--- config.mk ---
export PLATFORM = sky130hd
export DESIGN_NAME = multi_slot_register_manager
export DESIGN_NICKNAME = d
export VERILOG_FILES = /design/src/rtl/parking_pkg.sv /design/src/rtl/rm_cycle_timer.sv /design/src/rtl/multi_slot_register_manager.sv
export SDC_FILE = /design/constraint.sdc
export NUM_CORES = 1
export LEC_CHECK = 0
export ABC_AREA = 1
export CAP_MARGIN = 40
export CORE_UTILIZATION = 56
export CTS_BUF_LIST = sky130_fd_sc_hd__clkbuf_8
export CTS_CLUSTER_DIAMETER = 120
export DETAILED_ROUTE_END_ITERATION = 6
export PLACE_DENSITY_LB_ADDON = 0.12
export SLEW_MARGIN = 30
export SYNTH_ARGS = -nofsm -noshare
export SYNTH_HDL_FRONTEND = slang
export SYNTH_SLANG_ARGS = --single-unit
--- constraint.sdc ---
create_clock -name clock -period 4.7 [get_ports clock]
set_input_delay 0.47 -clock clock [delete_from_list [all_inputs] [get_ports clock]]
set_output_delay 0.47 -clock clock [all_outputs]
set_load 0.1 [all_outputs]
--- src/rtl/parking_pkg.sv ---
// rtl/parking_pkg.sv - shared state encoding and default parameters for the slot register manager
package parking_pkg;

  localparam logic [1:0] IDLE = 2'd0;
  localparam logic [1:0] AUTH = 2'd1;
  localparam logic [1:0] TIME = 2'd2;
  localparam logic [1:0] LOCK = 2'd3;

  localparam int DEF_TOKEN_W     = 3;
  localparam int DEF_TIME_W      = 8;
  localparam int DEF_N_SLOTS     = 2;
  localparam int DEF_TIMEOUT_CYC = 16;
  localparam int DEF_MAX_FAILS   = 3;
  localparam int DEF_LOCK_CYC    = 32;

endpackage

--- src/rtl/rm_cycle_timer.sv ---
// rtl/rm_cycle_timer.sv - loadable saturating up/down cycle counter with terminal-count flag
module rm_cycle_timer #(
  parameter int W = 4
) (
  input  logic         clock,
  input  logic         reset,
  input  logic         clear,
  input  logic         load,
  input  logic         enable,
  input  logic         up,
  input  logic [W-1:0] load_value,
  input  logic [W-1:0] tc_value,
  output logic         tc
);

  logic [W-1:0] count;

  // Saturates at both ends so a stuck enable can never wrap the count.
  always_ff @(posedge clock) begin
    if (!reset) begin
      count <= '0;
    end else if (clear) begin
      count <= '0;
    end else if (load) begin
      count <= load_value;
    end else if (enable) begin
      if (up && count != '1) begin
        count <= count + 1'b1;
      end else if (!up && count != '0) begin
        count <= count - 1'b1;
      end
    end
  end

  assign tc = (count == tc_value);

endmodule

--- src/rtl/multi_slot_register_manager.sv ---
// rtl/multi_slot_register_manager.sv - token-authorised P/Q register sequencer for N parking slots
module multi_slot_register_manager
  import parking_pkg::*;
#(
  parameter int TOKEN_W     = DEF_TOKEN_W,
  parameter int TIME_W      = DEF_TIME_W,
  parameter int N_SLOTS     = DEF_N_SLOTS,
  parameter int TIMEOUT_CYC = DEF_TIMEOUT_CYC,
  parameter int MAX_FAILS   = DEF_MAX_FAILS,
  parameter int LOCK_CYC    = DEF_LOCK_CYC,
  localparam int SEL_W      = (N_SLOTS > 1) ? $clog2(N_SLOTS) : 1
) (
  input  logic               clock,
  input  logic               reset,
  input  logic [TOKEN_W-1:0] system_token,
  input  logic [TOKEN_W-1:0] user_token,
  input  logic [TIME_W-1:0]  TimeData,
  input  logic [SEL_W-1:0]   slot_sel,
  input  logic               request,
  input  logic               confirm,
  output logic [N_SLOTS-1:0] P_register_enable,
  output logic [N_SLOTS-1:0] Q_register_enable,
  output logic [TIME_W-1:0]  time_out,
  output logic               auth_fail,
  output logic               timeout_err,
  output logic               locked
);

  localparam int TW = (TIMEOUT_CYC > 1) ? $clog2(TIMEOUT_CYC) : 1;
  localparam int LW = $clog2(LOCK_CYC + 1);
  localparam int FW = $clog2(MAX_FAILS + 1);
  localparam logic [FW-1:0]    FAIL_LIMIT = FW'(MAX_FAILS);
  localparam logic [SEL_W:0]   SLOT_LIMIT = (SEL_W + 1)'(N_SLOTS);

  logic [1:0]         state;
  logic [1:0]         state_next;
  logic [SEL_W-1:0]   slot_q;
  logic               confirm_q;
  logic [FW-1:0]      fail_cnt;
  logic [FW-1:0]      fail_inc;
  logic               conf_rise;
  logic               in_wait;
  logic               tok_ok;
  logic               slot_ok;
  logic               step_tc;
  logic               step_clear;
  logic               lock_tc;
  logic               lock_load;
  logic               p_pulse;
  logic               q_pulse;
  logic               fail_pulse;
  logic               to_pulse;
  logic [N_SLOTS-1:0] slot_onehot;

  assign conf_rise   = confirm & ~confirm_q;
  assign in_wait     = (state == AUTH) || (state == TIME);
  assign tok_ok      = (user_token == system_token);
  assign slot_ok     = ({1'b0, slot_sel} < SLOT_LIMIT);
  assign fail_inc    = (fail_cnt == FAIL_LIMIT) ? fail_cnt : fail_cnt + 1'b1;
  assign slot_onehot = N_SLOTS'(1) << slot_q;

  // The step timer restarts on every state change and on every accepted confirm edge.
  assign step_clear = !in_wait || (state_next != state) || (request && conf_rise);
  assign lock_load  = (state_next == LOCK) && (state != LOCK);

  rm_cycle_timer #(.W(TW)) u_step_timer (
    .clock      (clock),
    .reset      (reset),
    .clear      (step_clear),
    .load       (1'b0),
    .enable     (in_wait),
    .up         (1'b1),
    .load_value ('0),
    .tc_value   (TW'(TIMEOUT_CYC - 1)),
    .tc         (step_tc)
  );

  // Counts down from LOCK_CYC; exit fires on the edge where the count leaves 1.
  rm_cycle_timer #(.W(LW)) u_lock_timer (
    .clock      (clock),
    .reset      (reset),
    .clear      (1'b0),
    .load       (lock_load),
    .enable     (state == LOCK),
    .up         (1'b0),
    .load_value (LW'(LOCK_CYC)),
    .tc_value   (LW'(1)),
    .tc         (lock_tc)
  );

  always_ff @(posedge clock) begin
    if (!reset) begin
      state <= IDLE;
    end else begin
      state <= state_next;
    end
  end

  always_comb begin
    state_next = state;
    case (state)
      IDLE: begin
        if (request && slot_ok) state_next = AUTH;
      end
      AUTH: begin
        if (!request) begin
          state_next = IDLE;
        end else if (conf_rise) begin
          if (tok_ok)                       state_next = TIME;
          else if (fail_inc >= FAIL_LIMIT)  state_next = LOCK;
        end else if (step_tc) begin
          state_next = IDLE;
        end
      end
      TIME: begin
        if (!request || conf_rise || step_tc) state_next = IDLE;
      end
      LOCK: begin
        if (lock_tc) state_next = IDLE;
      end
      default: state_next = IDLE;
    endcase
  end

  // Abort outranks a confirm edge, and a confirm edge outranks the timeout.
  always_comb begin
    p_pulse    = 1'b0;
    q_pulse    = 1'b0;
    fail_pulse = 1'b0;
    to_pulse   = 1'b0;
    if (in_wait && request) begin
      if (conf_rise) begin
        p_pulse    = (state == AUTH) && tok_ok;
        fail_pulse = (state == AUTH) && !tok_ok;
        q_pulse    = (state == TIME);
      end else begin
        to_pulse   = step_tc;
      end
    end
  end

  always_ff @(posedge clock) begin
    if (!reset) begin
      confirm_q         <= 1'b0;
      slot_q            <= '0;
      fail_cnt          <= '0;
      P_register_enable <= '0;
      Q_register_enable <= '0;
      time_out          <= '0;
      auth_fail         <= 1'b0;
      timeout_err       <= 1'b0;
      locked            <= 1'b0;
    end else begin
      confirm_q <= confirm;
      if (state == IDLE && state_next == AUTH) slot_q <= slot_sel;
      P_register_enable <= p_pulse ? slot_onehot : '0;
      Q_register_enable <= q_pulse ? slot_onehot : '0;
      if (q_pulse) time_out <= TimeData;
      auth_fail   <= fail_pulse;
      timeout_err <= to_pulse;
      locked      <= (state_next == LOCK);
      if ((state == LOCK && lock_tc) || p_pulse) begin
        fail_cnt <= '0;
      end else if (fail_pulse) begin
        fail_cnt <= fail_inc;
      end
    end
  end

endmodule

==> results of run 1 <==
[cells by family after synthesis]
logic type               count (synthesis)  share of synthesized area (%)
buffers and inverters                   36                           8.56
AO/OA/AOI/OAI                           16                           6.18
adder cells (fa/ha/maj)                  8                           6.34
AND/OR/NAND/NOR                        114                           35.2
XOR/XNOR                                 8                           4.44
flip-flops                              31                           39.3
[metal layers]
metal	up-vias	track usage (%)
li1	770	-
met1	708	30.6
met2	76	56.0
met3	24	15.3
met4	0	17.5
met5	-	0
[registers in the layout, summed over array words and instances (netlist names)]
register,cells
confirm_q,1
slot_q,1
auth_fail,1
state,2
locked,1
timeout_err,1
Q_register_enable,2
u_lock_timer.count,6
P_register_enable,2
time_out,8
fail_cnt,2
u_step_timer.count,4
[power by group through the flow]
| stage | clock network [mW] | registers (mW) | logic, mW |
|---|---|---|---|
| after global placement | 0 | 0.321 | 0.369 |
| final | 0.232 | 0.318 | 0.421 |
| after CTS | 0.230 | 0.317 | 0.413 |
| after floorplan | 0 | 0.356 | 0.258 |
| after detailed placement | 0 | 0.321 | 0.399 |
| after global routing | 0.244 | 0.323 | 0.452 |
[worst register-to-register path: stages, from the launching register on]
cell,delay (ns)
dfxtp_1,0.50
inv_1,0.17
ha_1,0.42
inv_1,0.13
nor3_4,0.42
inv_2,0.20
nor2_1,0.18
nor2_1,0.08
[placed cells by master, fill, tap and decap left out, drive strengths merged]
| cell type | n |
|---|---|
| nor2 | 49 |
| nand2 | 37 |
| inv | 36 |
| clkdlybuf4s50 | 33 |
| dfxtp | 31 |
| nand3 | 17 |
| buf | 15 |
| o21ai | 11 |
| ha | 8 |
| nor3 | 8 |
| clkbuf | 7 |
| xor2 | 6 |
| a21oi | 4 |
| nand4 | 3 |
| xnor2 | 2 |
| o21bai | 1 |
[final cells by class]
type / count / area [µm²] / area share, %
Multi-Input combinational cell: 146 / 823 / 36.3
Timing Repair Buffer: 48 / 556 / 24.5
Inverter: 35 / 131 / 5.79
Tap cell: 30 / 37.5 / 1.65
Clock inverter: 1 / 3.75 / 0.165
Sequential cell: 31 / 621 / 27.4
Clock buffer: 7 / 96.3 / 4.25
[how the worst max path moves through the flow]
| stage | from | end | slack, ns |
|---|---|---|---|
| 2_1_floorplan | state[0]$_SDFF_PN0_ | time_out[0]$_SDFFE_PN0P_ | 3.11 |
| 3_3_place_gp | confirm | u_lock_timer.count[0]$_SDFFE_PP0P_ | 2.61 |
| 3_5_place_dp | confirm | time_out[4]$_SDFFE_PN0P_ | 2.57 |
| 4_1_cts | state[0]$_SDFF_PN0_ | time_out[4]$_SDFFE_PN0P_ | 2.54 |
| 5_1_grt | state[0]$_SDFF_PN0_ | time_out[2]$_SDFFE_PN0P_ | 2.37 |
| 6_report | state[0]$_SDFF_PN0_ | time_out[4]$_SDFFE_PN0P_ | 2.49 |
[through the flow]
step / power, mW / std cells / hold slack (ns) / setup WS, ns
2_1_floorplan: 0.614 / 213 / 0.413 / 3.11
3_3_place_gp: 0.690 / 275 / 0.438 / 2.61
3_5_place_dp: 0.720 / 290 / 0.441 / 2.57
5_1_grt: 1.02 / 298 / 0.512 / 2.37
4_1_cts: 0.960 / 298 / 0.462 / 2.54
6_report: 0.972 / 298 / 0.463 / 2.49
==> impl_results.md, run 1 <==
- Number of synthesized flops with an enable pin: 0
- First-pass GRT wire length: 6.42 mm
- Worst Tran Pin Value: 0.610 ns
- Row count: 18
- Htree depth: 2
- Post-DRT Antenna Nets: 0
- Max Freq: 0.453 GHz
- Crit-path cells: inv_1 > ha_1 > inv_1 > nor3_4 > inv_2 > nor2_1 > nor2_1
- Nets: 294
- Post-CTS setup repair buffer count: 0
- Aggregate global-route resource usage: 32.0%
- Status: complete, no violations
- ANT cells: 0
- Synth Area per Inst: 7.41 µm²
- Total CTS buffers: 5
- Die area: 0.00304 mm²
- Worst path required time: 4.87 ns
- Setup violators final: 0
- Post-Syn Area: 0.00158 mm²
- Gpl congestion: 0.907
- Synth Warn #: 0
- Worst Reg-to-Reg Cells: 7
- Met1 Wirelength: 1.61 mm
- Synth top area cells: dfxtp_1 39%, nor2_1 9.5%, inv_1 7.6%
- Slew HR: 59.2%
- Finished Core Util: 88.4%
- Yosys cell types: 24
- CTS resizes: 0
- DRT iter0 DRCs: 60
- Levels on crit path: 7
- Sw frac: 42.5%
- Routed WL per cell: 14.6 µm
- Clock share of power: 23.9%
- Worst path slowest cell: dfxtp_1
- Nature of the critical path startpoint: flop
- Post-synth top cells: 40 x nor2_1, 32 x inv_1, 32 x nand2_1, 31 x dfxtp_1, 14 x nand3_1
- Setup TNS: 0 ns
- Sequential area share after synthesis: 39.3%
- Peak supply drop: 421 µV
- Critical R2R Capture: time_out[4]$_SDFFE_PN0P_
- Via count: 1578
- Worst Skew: 0.00472 ns
- Vias in the first global route: 1466
- Cell family with most CP delay: simple AND/OR/NAND/NOR gates
- Largest stage delay, worst path: 0.50 ns
- Aggregate global routing overflow: 0
- CTS tree: yes
- P_int: 0.559 mW
- Starting density of the core: 61.5%
- Tcrit/Tclk final: 46.9%
- TritonRoute pass-1 iters: 4
- R2R Setup Slk: 2.49 ns
- Die width: 55.1 µm
- Synth top area share: 39.3%
- Met2 WL: 2.23 mm
- Vias per cell: 5.30
- Hold buffer count at CTS: 0
- DP Area: 0.00217 mm²
- Dpl hpwl: 2.79 mm
- Number of synthesized register bits: 31
- Most frequent cell after synthesis: nor2_1
- Clk slew on worst S/H paths: 0.07 ns
- Clk_lat worst skew: 0.29 ns
- # DRC: 0
- FILL cells: 130
- Min cycle time layout: 2.21 ns
- Hold path endpoint: P_register_enable[0]$_SDFF_PN0_
- Syn Inst Count: 213
- Num ports: 34
- Hold Path Depth: 1
- Total of max-cap violations: 0
- TritonCTS Sinks: 31
- Initial antenna violation count: 0
- Max layer used: met4
- Core Area: 0.00257 mm²
- Fin. Hold Viols: 0
- RSZ-0062 raised after global routing: false
- CP max FO: 10
- Reg2reg start: state[0]$_SDFF_PN0_
- Hold Path Origin: slot_q$_SDFFE_PN0P_
- Share of post-route cells with drive strength above 1: 16.8%
- Buffers on Ports: 33
- Setup crit end kind: flop
- Max Root-Sink Buffers: 2
- Total Routed Length: 4.34 mm
- Leading area contributor after synthesis: dfxtp_1
- Syn Nets: 240
- Crit path buf inv count: 3
- CP arrival: 2.38 ns
- Clock root cell: clkbuf_8
- Power Dens Cells: 428 mW/mm²
- Classification of the worst-slack hold path: reg2reg
- Lkg Pwr: 1.04 nW
- Seq pwr share: 32.8%
- Metal3 WL: 324 µm
- Die H: 55.1 µm
- Logic pwr share: 43.3%
- Max Slew Vio Count: 0
- Sw power: 0.413 mW
- Area grow syn2layout: 43.7%
- Top_reg_cell synth: dfxtp_1
- Post-Layout Inst Area: 0.00227 mm²
- Largest net degree at the start of global routing: 16
- Critical path class: reg2reg
- Share of flip-flops with an asynchronous set or reset: 0%
Note: power is estimated with default switching activity, not from simulation.
==> inputs of run 2 (changes only) <==
CORE_UTILIZATION = 52   (was 56)
clock period = 2.2 ns   (was 4.7 ns; I/O delays follow)
==> run 2 against run 1 <==
Against the previous run: the run now ends with design-rule violations left; sequential cell count stayed put; final cell count is 3.4% lower; utilization is 15 points lower; power is 110% higher; via count is 12% lower; routed wire length is 26% lower; clock-buffer cell count is 1 lower; critical path type unchanged; largest cell class unchanged.
==> impl_results.md, run 2 (synthesis gave the netlist of run 1 again) <==
- Clock share of power: 27.9%
- Classification of the worst-slack hold path: reg2reg
- Starting density of the core: 56.3%
- GRT met2 Usage: 40.3%
- Num ports: 34
- Logic pwr share: 41.0%
- Reg2reg start: state[0]$_SDFF_PN0_
- TritonCTS Sinks: 31
- Critical R2R Capture: time_out[6]$_SDFFE_PN0P_
- Critical Path End: time_out[6]$_SDFFE_PN0P_
- P_int: 1.26 mW
- Critical path class: reg2reg
- Sw frac: 39.0%
- Crit-path cells: inv_1 > ha_1 > inv_1 > nor3_4 > inv_2 > nor2_1 > nor2_1
- Max Root-Sink Buffers: 2
- Crit path from: state[0]$_SDFF_PN0_
- Finished Core Util: 73.2%
- Row count: 19
- Clk_lat worst skew: 0.28 ns
- Total Routed Length: 3.23 mm
- Buffers on Ports: 33
- Aggregate global routing overflow: 0
- Via count: 1394
- Dpl hpwl: 2.44 mm
- Worst path slowest cell: ha_1
- Nets: 283
- ANT cells: 0
- Clock root cell: clkbuf_8
- Min cycle time layout: 1.62 ns
- Setup crit end kind: flop
- Largest Register: time_out
- Hold Path Depth: 1
- Largest register FFs: 8
- Largest net degree at the start of global routing: 12
- CTS resizes: 0
- Htree depth: 2
- Tcrit/Tclk final: 73.7%
- TritonRoute pass-1 iters: 6
- DRT iter0 DRCs: 58
- Routed WL per cell: 11.2 µm
- Peak supply drop: 514 µV
- CTS tree: yes
- Area grow syn2layout: 30.1%
- Fin. Hold Viols: 0
- Worst path required time: 2.38 ns
- Levels on crit path: 7
- CP max FO: 10
- Met3 usage: 5.90%
- # DRC: 2
- Initial antenna violation count: 0
- Total of max-cap violations: 0
- Most common cell after layout, fill and taps aside: nor2_1
- Lkg Pwr: 0.985 nW
- Seq pwr share: 31.2%
- Status: complete, but fails checks
- First-pass GRT wire length: 5.86 mm
- Die width: 57.1 µm
- Largest stage delay, worst path: 0.38 ns
- Violated checks: design-rule violations
- Vias in the first global route: 1418
- Hold buffer count at CTS: 0
- Worst Reg-to-Reg Cells: 7
- Max Slew Vio Count: 0
- Met1 usage: 27.2%
- R2R Setup Slk: 0.58 ns
- Setup TNS: 0 ns
- Share of post-route cells with drive strength above 1: 19.5%
- Total CTS buffers: 5
- Core Area: 0.00281 mm²
- Post-DRT Antenna Nets: 0
- Aggregate global-route resource usage: 23.6%
- Vias per cell: 4.84
- Cell family with most CP delay: simple AND/OR/NAND/NOR gates
- RSZ-0062 raised after global routing: false
- Sw power: 0.808 mW
- Crit path buf inv count: 3
- Max Freq: 0.617 GHz
- Setup violators final: 0
- Gpl congestion: 0.887
- CP arrival: 1.80 ns
- Most frequent cells in the layout: 40 x nor2_1, 32 x inv_1, 32 x nand2_1, 31 x dfxtp_1, 19 x buf_4
- Die area: 0.00326 mm²
- Power Dens Cells: 1010 mW/mm²
- Slew HR: 81.4%
- Post-CTS setup repair buffer count: 0
- Total power draw: 2.07 mW
- Worst Tran Pin Value: 0.276 ns
- Clk slew on worst S/H paths: 0.07 ns
- Nature of the critical path startpoint: flop
- Worst Skew: 0.00699 ns
- Top flop regs: time_out: 8 flops, u_lock_timer.count: 6 flops, u_step_timer.count: 4 flops
- Die H: 57.1 µm
- GR peak layer: met2
run 2: cell count changes in the layout (fill, tap and decap cells not counted):
cell,delta
buf_4,+19
buf_8,-15
clkdlybuf4s50_1,-15
bufinv_16,+1
clkbuf_8,-1
clkinv_2,+1
inv_1,-1
run 2: worst register-to-register path, cell delays in order (launching register included):
cell and delay (ns):
dfxtp_1 0.33, inv_1 0.09, ha_1 0.38, inv_1 0.12, nor3_4 0.27, inv_2 0.15, nor2_1 0.13, nor2_1 0.06
run 2: final cells by class:
cell class / instances / area (µm²)
fill: 251 / 751
timing repair buffer: 37 / 323
tap: 31 / 38.8
clock inverter: 2 / 35.0
multi-input combinational: 146 / 823
inverter: 35 / 131
sequential: 31 / 621
clock buffer: 6 / 82.6
run 2: power groups by stage:
stage	clock network [mW]	logic (mW)	registers (mW)
final	0.578	0.849	0.646
after global routing	0.616	0.949	0.652
after CTS	0.594	0.852	0.646
after detailed placement	0	0.846	0.658
after global placement	0	0.840	0.656
after floorplan	0	0.551	0.761
run 2: through the flow:
stage | setup WS (ns) | cell area, µm² | instances | hold slack (ns)
global placement | 0.371 | 1940 | 280 | 0.437
floorplan | 0.609 | 1580 | 213 | 0.313
global route | 0.423 | 2050 | 288 | 0.487
detailed placement | 0.317 | 1940 | 280 | 0.441
finish | 0.579 | 2050 | 288 | 0.457
CTS | 0.558 | 2050 | 288 | 0.456
run 2: worst min path at each step:
stage,startpoint,slack (ns),endpoint
finish,slot_q$_SDFFE_PN0P_,0.46,Q_register_enable[0]$_SDFF_PN0_
floorplan,confirm,0.31,confirm_q$_SDFF_PN0_
detailed placement,slot_q$_SDFFE_PN0P_,0.44,P_register_enable[0]$_SDFF_PN0_
global placement,slot_q$_SDFFE_PN0P_,0.44,P_register_enable[0]$_SDFF_PN0_
CTS,slot_q$_SDFFE_PN0P_,0.46,P_register_enable[0]$_SDFF_PN0_
global route,slot_q$_SDFFE_PN0P_,0.49,P_register_enable[0]$_SDFF_PN0_
run 2: per-layer routing:
metal	share of wire (%)	routed length (µm)
met5	0	0
met4	2.2	72
met3	3.3	107
met2	49	1570
met1	46	1480
